## config.mk

```make
export PLATFORM = sky130hd
export DESIGN_NAME = spin_payout
export DESIGN_NICKNAME = d
export VERILOG_FILES = /design/src/rtl/spin_payout.sv
export SDC_FILE = /design/constraint.sdc
export NUM_CORES = 1
export LEC_CHECK = 0
export CORE_UTILIZATION = 50
export CTS_CLUSTER_SIZE = 10
export DETAILED_ROUTE_END_ITERATION = 7
export PLACE_DENSITY = 0.87
export REMOVE_ABC_BUFFERS = 1
export SLEW_MARGIN = 20
export SYNTH_ARGS = -nofsm -noshare
export SYNTH_HDL_FRONTEND = slang
export SYNTH_SLANG_ARGS = --single-unit
```

## constraint.sdc

```tcl
create_clock -name clk -period 4.3 [get_ports clk]
set_clock_uncertainty 0.2 [all_clocks]
set_input_delay 0.86 -clock clk [delete_from_list [all_inputs] [get_ports clk]]
set_output_delay 0.86 -clock clk [all_outputs]
set_load 0.05 [all_outputs]
```

## src/rtl/spin_payout.sv

```systemverilog
// spin_payout: turns a stop press into a classified payout for the bank.
// Waits for the reels to settle, captures the four BCD digits and the bet,
// classifies the result, multiplies and holds the payout until it is acked.
// Optional macro SPIN_PAYOUT_STREAK_EN adds a win-streak counter and a
// doubled payout once the streak reaches three.
//
// state      | meaning
// -----------+---------------------------------------------------
// S_IDLE     | waiting for a stop rise
// S_SETTLE   | counting down while the reels come to rest
// S_CAPTURE  | registering reel digits and bet
// S_CLASSIFY | counting equal digit pairs, choosing a multiplier
// S_MULT     | forming the payout, raising payout_valid
// S_PRESENT  | holding the payout until the bank acks
// S_WAIT_REL | waiting for stop to be released (one spin per press)
module spin_payout #(
    parameter logic [7:0] SETTLE_CYCLES = 8'd4,
    parameter logic [3:0] JACKPOT_DIGIT = 4'd7,
    parameter logic [9:0] MULT_PAIR     = 10'd1,
    parameter logic [9:0] MULT_TWO_PAIR = 10'd2,
    parameter logic [9:0] MULT_THREE    = 10'd5,
    parameter logic [9:0] MULT_FOUR     = 10'd20,
    parameter logic [9:0] MULT_JACKPOT  = 10'd100
) (
    input  logic        clk,
    input  logic        rst,
    input  logic        stop,
    input  logic [3:0]  reel1,
    input  logic [3:0]  reel2,
    input  logic [3:0]  reel3,
    input  logic [3:0]  reel4,
    input  logic [7:0]  bet,
    output logic [26:0] payout,
    output logic        payout_valid,
    input  logic        payout_ack,
    output logic [2:0]  win_class,
`ifdef SPIN_PAYOUT_STREAK_EN
    output logic [3:0]  win_streak,
`endif
    output logic        busy
);

    typedef enum logic [2:0] {
        S_IDLE,
        S_SETTLE,
        S_CAPTURE,
        S_CLASSIFY,
        S_MULT,
        S_PRESENT,
        S_WAIT_REL
    } state_t;

    localparam logic [2:0] CLS_NONE     = 3'd0;
    localparam logic [2:0] CLS_PAIR     = 3'd1;
    localparam logic [2:0] CLS_TWO_PAIR = 3'd2;
    localparam logic [2:0] CLS_THREE    = 3'd3;
    localparam logic [2:0] CLS_FOUR     = 3'd4;
    localparam logic [2:0] CLS_JACKPOT  = 3'd5;
    localparam logic [2:0] CLS_INVALID  = 3'd7;

    state_t      state, state_nxt;
    logic        stop_q;
    logic        stop_rise;
    logic [7:0]  settle_cnt;
    logic [3:0]  d1, d2, d3, d4;
    logic [7:0]  bet_q;
    logic [2:0]  class_q;
    logic [9:0]  mult_q;
    logic [5:0]  eq;
    logic [2:0]  pair_cnt;
    logic        digit_bad;
    logic [2:0]  class_c;
    logic [9:0]  mult_c;
    logic [17:0] product;
    logic [26:0] payout_c;

    assign stop_rise = stop & ~stop_q;
    assign busy      = (state != S_IDLE);
    assign product   = 18'(bet_q) * 18'(mult_q);

    // state register
    always_ff @(posedge clk or negedge rst) begin
        if (!rst) state <= S_IDLE;
        else      state <= state_nxt;
    end

    // next-state logic
    always_comb begin
        state_nxt = state;
        case (state)
            S_IDLE:     if (stop_rise) state_nxt = S_SETTLE;
            // leave when the count is about to reach zero so SETTLE lasts
            // exactly SETTLE_CYCLES cycles
            S_SETTLE:   if (settle_cnt <= 8'd1) state_nxt = S_CAPTURE;
            S_CAPTURE:  state_nxt = S_CLASSIFY;
            S_CLASSIFY: state_nxt = S_MULT;
            S_MULT:     state_nxt = S_PRESENT;
            S_PRESENT:  if (payout_ack) state_nxt = S_WAIT_REL;
            S_WAIT_REL: if (!stop) state_nxt = S_IDLE;
            default:    state_nxt = S_IDLE;
        endcase
    end

    // pair counting and multiplier selection on the captured digits
    always_comb begin
        eq        = {d1 == d2, d1 == d3, d1 == d4, d2 == d3, d2 == d4, d3 == d4};
        pair_cnt  = {2'b0, eq[0]} + {2'b0, eq[1]} + {2'b0, eq[2]} +
                    {2'b0, eq[3]} + {2'b0, eq[4]} + {2'b0, eq[5]};
        digit_bad = (d1 > 4'd9) || (d2 > 4'd9) || (d3 > 4'd9) || (d4 > 4'd9);
        class_c   = CLS_NONE;
        mult_c    = 10'd0;
        if (digit_bad) begin
            class_c = CLS_INVALID;
            mult_c  = 10'd0;
        end else begin
            case (pair_cnt)
                3'd6: begin
                    if (d1 == JACKPOT_DIGIT) begin
                        class_c = CLS_JACKPOT;
                        mult_c  = MULT_JACKPOT;
                    end else begin
                        class_c = CLS_FOUR;
                        mult_c  = MULT_FOUR;
                    end
                end
                3'd3: begin
                    class_c = CLS_THREE;
                    mult_c  = MULT_THREE;
                end
                3'd2: begin
                    class_c = CLS_TWO_PAIR;
                    mult_c  = MULT_TWO_PAIR;
                end
                3'd1: begin
                    class_c = CLS_PAIR;
                    mult_c  = MULT_PAIR;
                end
                default: begin
                    class_c = CLS_NONE;
                    mult_c  = 10'd0;
                end
            endcase
        end
    end

    // payout value, doubled on a running streak when that feature is built
    always_comb begin
        payout_c = {9'b0, product};
`ifdef SPIN_PAYOUT_STREAK_EN
        if (win_streak >= 4'd3) payout_c = {8'b0, product, 1'b0};
`endif
    end

    // datapath: edge history, settle timer, capture, result registers
    always_ff @(posedge clk or negedge rst) begin
        if (!rst) begin
            stop_q       <= 1'b0;
            settle_cnt   <= 8'd0;
            d1           <= 4'd0;
            d2           <= 4'd0;
            d3           <= 4'd0;
            d4           <= 4'd0;
            bet_q        <= 8'd0;
            class_q      <= CLS_NONE;
            mult_q       <= 10'd0;
            payout       <= 27'd0;
            payout_valid <= 1'b0;
            win_class    <= CLS_NONE;
`ifdef SPIN_PAYOUT_STREAK_EN
            win_streak   <= 4'd0;
`endif
        end else begin
            stop_q <= stop;
            case (state)
                S_IDLE: begin
                    if (stop_rise) settle_cnt <= SETTLE_CYCLES;
                end
                S_SETTLE: begin
                    if (settle_cnt != 8'd0) settle_cnt <= settle_cnt - 8'd1;
                end
                S_CAPTURE: begin
                    d1    <= reel1;
                    d2    <= reel2;
                    d3    <= reel3;
                    d4    <= reel4;
                    bet_q <= bet;
                end
                S_CLASSIFY: begin
                    class_q <= class_c;
                    mult_q  <= mult_c;
                end
                S_MULT: begin
                    payout       <= payout_c;
                    win_class    <= class_q;
                    payout_valid <= 1'b1;
                end
                S_PRESENT: begin
                    if (payout_ack) begin
                        payout_valid <= 1'b0;
`ifdef SPIN_PAYOUT_STREAK_EN
                        if (win_class >= CLS_PAIR && win_class <= CLS_JACKPOT) begin
                            if (win_streak != 4'd15) win_streak <= win_streak + 4'd1;
                        end else begin
                            win_streak <= 4'd0;
                        end
`endif
                    end
                end
                default: ;
            endcase
        end
    end

endmodule

```

# Word level (Yosys, flattened, before mapping)
# Index checks and enable logic that the tools add are counted.
totals:
  output_inout_bits: 32
  word_cells: 76
  memories: 0
  in_bits: 28
  latch_bits: 0
  romBits: 0
  ramBits: 0
  regBits: 71
classes:
  mul: 1
  div: 0
  shift: 0
  n_bitwise: 2
  reduce_logical: 11
  n_eq_ne: 22
  addsub: 6
  muxes: 16
  order_cmp: 5
ops:
  columns: ["cell", "count"]
  rows:
  - ["$pmux W10 S4", 1]
  - ["$eq A4 B4 Y1", 6]
  - ["$pmux W3 S7", 1]
  - ["$mul A8 B10 Y18", 1]
  - ["$gt A4 B4 Y1 const B", 4]
  - ["$mux W8", 2]
  - ["$pmux W8 S2", 1]
  - ["$mux W3", 5]
  - ["$eq A3 B2 Y1 const B", 4]
  - ["$eq A3 B3 Y1 const B", 4]
  - ["$pmux W3 S4", 1]
  - ["$mux W10", 1]
  - ["$ne A2 B2 Y1 const B", 5]
  - ["$add A3 B1 Y3", 3]
  - ["$le A8 B1 Y1 const B", 1]
  - ["$reduce_bool A8 Y1", 1]
  - ["$sub A8 B1 Y8 const B", 1]
  - ["$mux W7", 1]
  - ["$eq A3 B1 Y1 const B", 2]
  - ["$eq A4 B3 Y1 const B", 1]
  - ["$reduce_and A4 Y1", 1]
  - ["$reduce_bool A2 Y1", 2]
  - ["$add A2 B1 Y3", 1]
  - ["$logic_not A3 Y1", 1]
  - ["other kinds (9)", 12]

# Depth between registers and ports, before layout
depth:
  ltp_word: 9
  depth_mapped: 16
  mapped_depth_nobuf: 16

# Least setup slack after synthesis
# Ideal clock, no wire load.
synth_timing:
  path_type: "register to register"
  from: "register mult_q[5]"
  to: "register payout[16]"
  setup_time_ps: 124
  arrival_ps: 3984
  n_path_buf: 0
  t_required_ps: 3976
  path_stages_with_launch: 15
  period_less_slack_ps: 4308
  slack_ps: -8
  path_cell_list: "dfrtp_1 > and2_1 > fa_1 > fa_1 > fa_1 > inv_1 > fa_1 > inv_1 > ha_1 > and2_1 > nand3_1 > a21oi_1 > o41ai_2 > nor2_1 > o31a_1"
synth_between:
  elab_chain_len: 1
synth_lines:
  columns: ["element", "line_no", "text"]
  rows:
  - ["from (decl)", "68", "logic [9:0] mult_q;"]
  - ["from (signal assigned)", "190", "mult_q <= mult_c;"]
  - ["$mul A8 B10 Y18", "79", "assign product = 18'(bet_q) * 18'(mult_q);"]
  - ["to (signal assigned)", "193", "payout <= payout_c;"]
  - ["to (decl)", "33", "output logic [26:0] payout,"]
# No other way between the ends.
# A chain may end at the register's enable or synchronous reset.

# Worst setup path in the final report
# Same ends and word-level chain as after synthesis.

==> parameters.txt <==
Parameter                              Value

Timing
  Fin. Hold Viols ... 0
  Max Clk Rate ... 237 MHz
  Share of the clock period used by the worst path ... between 90% and 100%
  Unrepaired setup endpoints after global routing ... yes
  Final Max Slew Viols ... 0
  Slew at the pin closest to its max-slew limit ... 0.773 ns
  Min Tclk post-route ... 4.22 ns
  Worst-case headroom to the max-slew limit ... approximately 48%
  Total Negative Setup Slacks ... 0 ns
  Setup violation total in the final timing report ... 0

Global routing
  Met2 routing resource usage after global routing ... 41.1%
  Overall Global Routing Usage ... 21.4%
  Routing layer with the top usage in global route ... met2
  Final global-route overflow total ... 0
  Met3 track demand over resource in global routing ... 4.81%
  First-pass GRT wire length ... ~17,000 um
  Vias in the first global route ... 3,773
  Antenna violations before repair ... 0
  GR Layer Usage met1 ... about 23%
  Pin count of the biggest net entering global routing ... 35

Setup path
  Master of the slowest instance on the critical path ... fa_1
  Critical path startpoint category ... register
  Element type at the critical path end ... register
  Arrival time reported for the critical path endpoint ... 4.26 ns
  Max FO, Critical Path ... 4
  Longest individual stage delay on the worst path ... 0.55 ns
  Critical Path Most Common Cell ... fa_1
  Worst reg2reg path depth ... 14
  Worst path cell trace ... and2_4, fa_1, fa_1, fa_1, inv_1, fa_1, inv_2, ha_4, and2_4, nand3_2, a21oi_4, o41ai_4, nor2_1, o31a_1
  Critical path depth ... 14
  Buffers and inverters on the worst path ... 2
  Crit-path leading delay family ... adder cells
  Data required, critical path ... 4.34 ns
  Critical path start-end classification ... register to register

Floorplan
  Site row count ... 35
  Die Footprint ... 9990 sq um
  Boundary Pins ... 60
  Starting utilization of the core area ... about half
  Height of the die ... 100 um
  Floorplan die width ... 100 um
  Core Area ... roughly 9300 sq um

Power
  Peak ir drop on the vdd network ... roughly 0.43 mV
  Total power draw ... 3.29 mW
  Power density normalized to cell area ... 553 nW/um^2
  Static leakage ... 2.81 nW

Synthesis
  Summed instance area of the synthesized netlist ... 4800 sq um
  Post-Synthesis Mean Instance Area ... 10.3 sq um
  Number of warnings printed during yosys synthesis ... 0
  Area fraction of the dominant cell type after synthesis ... 33.9%
  Fraction of the yosys area taken by sequential cells ... 33.9%
  Leading post-synthesis cells by cell area ... dfrtp_1 (34%), ha_1 (13%), fa_1 (10%)
  Number of distinct standard cells referenced by the synthesized netlist ... 46
  Async set or reset register ratio after synthesis ... 100%
  Number of enable-type register cells in the synthesized netlist ... 0
  Flops & latches, synth ... 65
  Most area-hungry cell type in the Yosys netlist ... dfrtp_1
  Top cells by instance count after synthesis ... dfrtp_1 (65), ha_1 (49), inv_1 (44), nand2_1 (44), mux2_2 (33)
  Cell count after synthesis ... 465
  Most used standard cell by instance count after synthesis ... dfrtp_1
  Ys flop type ... dfrtp_1

Routing
  Count of antenna-violating nets left after detailed routing ... 0
  Average vias per placed instance ... 5.26
  Vias after detailed routing ... about 3,500
  Number of detailed-route iterations in the first pass ... 4
  Average routed wire per standard cell ... between 15 and 20 um
  DRC violation count after routing ... 0
  DRT Wirelength ... 10,100 um
  Iteration-0 DRC Markers ... 90

Hold path
  Hold path depth ... 1
  Class of the most critical hold timing path ... register to register

Status
  Outcome ... completed

Placement
  Half-perimeter wire length of the detailed placement result ... 7280 um
  Global placement routability congestion ... between 0.9 and 1
  Number of buffers added on ports ... slightly below 50
  Count of placed standard cells including taps ... 650

CTS
  Hold buffer count at cts ... 0
  H-tree Lvls ... 3
  CTS max path bufs ... 2
  Number of sinks driven by the clock tree ... 65
  Clock buffer count from CTS ... 9
  CTS tree ... yes
  CTS clk-pin slew, worst paths ... 0.08 ns
  Clock network latency to the later pin of the worst-skew pair ... 0.36 ns
  CTS Root Cell ... clkbuf_8

Finish
  N_diodes ... 0
  Layout cell share with drive strength beyond 1 ... 20.5%
  Final core occ ... 64.0%
  Final cell count without fillers ... 671
  Area growth from synthesis to layout ... 23.8%
  Fin nets ... 638

Job
  Max-cap violations ... 0
[cell usage in the layout, fill, tap and decap left out, types with 3 or more instances in the layout]
cell / count
a21oi_1: 9
nor2_1: 22
conb_1: 10
xor2_1: 32
and2_4: 5
clkdlybuf4s50_1: 48
nor4_1: 6
xnor2_1: 7
ha_1: 41
clkbuf_8: 9
o21ai_1: 5
inv_1: 41
fa_1: 23
o21a_1: 3
and2_1: 24
nor4_2: 3
o31a_1: 3
inv_2: 3
nor2b_1: 4
buf_4: 24
dfrtp_1: 65
nor3_1: 4
nand2b_1: 4
nand2_1: 42
mux2_2: 33
o21ai_0: 17
ha_4: 7
[kinds of logic after synthesis]
kind of cell               count (synthesis)  share of synthesized area (%)
buffers and inverters                     66                           6.18
adders and majority gates                 73                           22.8
muxes                                     33                           7.74
other                                      1                         0.0782
and+or+nand+nor                          128                           13.9
AOI/OAI and AO/OA                         60                           8.27
DFF                                       65                           33.9
xor gates and xnor gates                  39                           7.12
[through the flow]
step | hold WS (ns) | area (sq um) | worst slack, ns
CTS | 0.285 | 5800 | 0.0183
floorplan | 0.262 | 4700 | -0.00945
global route | 0.295 | 5940 | -0.0556
global placement | 0.260 | 5500 | -0.0263
finish | 0.278 | 5940 | 0.0801
detailed placement | 0.268 | 5500 | -0.102
[power by group]
part | internal, mW | switching, mW
Clock | 0.330 | 0.261
Combinational | 0.698 | 0.862
Sequential | 0.841 | 0.297
Total | 1.87 | 1.42
[routing by layer]
| layer | vias up | wire, um |
|---|---|---|
| met5 | - | 0 |
| met1 | 1736 | 4130 |
| met2 | 90 | 5400 |
| li1 | 1681 | - |
| met4 | 0 | 217 |
| met3 | 22 | 351 |
[sequential cells by signal, indices dropped and copies added, names as in the netlist, 3 cells and up]
| name | flops |
|---|---|
| d3 | 4 |
| state | 3 |
| class_q | 3 |
| mult_q | 5 |
| d1 | 4 |
| payout | 17 |
| settle_cnt | 8 |
| win_class | 3 |
| d4 | 4 |
| d2 | 4 |
| bet_q | 8 |
[worst reg2reg max path, cell delays in order (launching register included)]
cell	delay [ns]
dfrtp_1	0.42
and2_4	0.19
fa_1	0.55
fa_1	0.43
fa_1	0.49
inv_1	0.06
fa_1	0.55
inv_2	0.05
ha_4	0.21
and2_4	0.16
nand3_2	0.09
a21oi_4	0.05
o41ai_4	0.36
nor2_1	0.07
o31a_1	0.23
[final timing paths]
kind,from,end,slack [ns]
worst max-delay path,mult_q[5]$_DFFE_PN0P_,payout[16]$_DFFE_PN0P_,0.08
worst min-delay path,payout[7]$_DFFE_PN0P_,payout[7]$_DFFE_PN0P_,0.28
worst max register to register,mult_q[5]$_DFFE_PN0P_,payout[16]$_DFFE_PN0P_,0.08
worst min register to register,payout[7]$_DFFE_PN0P_,payout[7]$_DFFE_PN0P_,0.28
max in group asynchronous,rst,payout[2]$_DFFE_PN0P_,2.60
min in group asynchronous,rst,d4[2]$_DFFE_PN0P_,0.37
[repair_timing]
item	in CTS	in global routing
hold endpoints to repair	0	0
setup endpoints to repair	7	8
buffers inserted	3	1
gates resized for setup	8	28
pin swaps	9	12
[layout make-up]
cell class	count	area [sq um]
fillers	738	3340
multi-input cells	343	3090
flip-flops and latches	65	1630
repair buffers	74	677
inverters	44	165
well taps	129	161
clock buffers	10	128
clock inverters	6	90.1
Power figures use the tool's default switching activity.
==> edit, RTL diff (same flow settings) <==
The option `SPIN_PAYOUT_STREAK_EN` is turned on by a define.
--- a/src/rtl/spin_payout.sv
+++ b/src/rtl/spin_payout.sv
@@ -13,6 +13,8 @@
 // S_MULT     | forming the payout, raising payout_valid
 // S_PRESENT  | holding the payout until the bank acks
 // S_WAIT_REL | waiting for stop to be released (one spin per press)
+`define SPIN_PAYOUT_STREAK_EN
+
 module spin_payout #(
     parameter logic [7:0] SETTLE_CYCLES = 8'd4,
     parameter logic [3:0] JACKPOT_DIGIT = 4'd7,
Behaviour (old outputs only; new: win_streak): no difference found for any inputs over 10 cycles, from zero or initial values and one cycle with rst low; that may be too few to reach the edited logic, so the function may still have changed.
==> edit against the unedited design <==
The run now ends with negative setup slack left. Die area rose by 11%. Hold slack worse by 0.0079 ns. First-iteration DRC count increased by 130%. Critical path type unchanged. Critical endpoint is now payout[14]. Largest cell class unchanged. Synthesized area grew 11%. Total power is 16% higher. Sequential power up 11%. Clock power fell by 7.4%. Count of clock-buffer cells in the layout decreased by 1. Global-route usage up 1.6 points. Final cell count grew 14%. Worst setup slack worse by 0.20 ns. Cell area is 12% higher. Sequential cell count is 5 higher. Routed wire length is 25% higher.
==> edit: results (changes against the unedited design) <==
[yosys]
ys_types=61  ; +33%
synthArstFlopShare=1.00  ; unchanged
synth.area.top_cells=dfrtp_1, ha_1, fa_1
synth.mux.area_fraction=0.0606  ; -0.0168
synthTopCellsByCount=dfrtp_1, nand2_1, ha_1, inv_1
synth_xor_area_frac=0.0592  ; -0.0119
ys_seq_area_frac=0.329  ; -0.00988
synth_fa_ha_area_frac=0.208  ; -0.0201
synthFlopType=dfrtp_1
syn_inst=538  ; +16%

[status]
violations=negative setup slack
outcome=finished with violations

[pwr]
p_comb_frac=0.526  ; +0.052
p_int_mw=2.05  ; +9.7%
comb-power_mw=2.00  ; +28%
p_leak_nw=3.04  ; +8.3%
vdd_drop_max_uv=360  ; -16%

[place]
dp_slack_ns=-0.386  ; -0.285 ns
placed_cell_area_mm2=0.00615  ; +12%
dp_hpwl_um=8900  ; +22%
finalWeightedCongestion=0.871  ; -6.7%
numPlacedInstances=741  ; +14%
portBuffers=54  ; +10%

[finish]
top_regs=payout x18, bet_q x8, settle_cnt x8
layout-drive-gt1-share=0.212  ; +0.00732
finalNetCount=724  ; +13%

[global_route]
grt_pass1_vias=4510  ; +20%
grt_usage=0.230  ; +0.0157
grt_max_degree=48  ; +37%
grt_pass1_wl_um=20200  ; +20%

[timing]
finalSetupViolations=4  ; +4
holdWs_ns=0.270  ; -0.00793 ns
tns_ns=-0.348  ; -0.348 ns
fin_ws_ns=-0.117  ; -0.197 ns
max_slew_margin=0.585  ; +0.100

[hold_path]
hold_depth=2  ; +1
hold_path_class=register to register
worstHoldStart=class_q[1]
min_to=win_class[1]

[routing]
wirelength_um=12600  ; +25%
first_pass_iters=6  ; +2
vias_per_cell=5.64  ; +7.2%
vias=4300  ; +22%
drt-initial-drc-count=210  ; +130%

[clocking]
cts_max_level=3  ; unchanged

[worst_setup_path]
crit_end=payout[14]
crit_start=mult_q[4]

-- edit: worst max-delay path: stages, from the launching register on --
cell,delay [ns]
dfrtp_1,0.41
and2_4,0.15
fa_1,0.56
fa_1,0.43
fa_1,0.49
inv_1,0.05
fa_2,0.52
inv_2,0.04
ha_4,0.28
o211ai_1,0.10
a21oi_2,0.17
o311a_4,0.25
mux2i_2,0.27
a21boi_1,0.09
a221o_1,0.28
-- edit: what timing repair did --
action                                  4_1_cts  5_1_grt
gates resized for setup                      18       35
pin swaps                                    24       26
endpoints found under the setup margin        9       10
setup buffers                                 6        1
-- edit: area by class of cell --
class                      instances  area, um^2
timing repair buffer              89         828
inverter                          44         165
sequential                        70        1750
tap                              136         170
multi-input combinational        408        3550
clock buffer                       9         124
clock inverter                     7        72.6
fill                             755        3670
-- edit: layer usage --
metal	global-route usage	routed length (um)
met3	0.0368	487
met5	0	0
met1	0.253	4840
met4	0.109	471
met2	0.430	6820
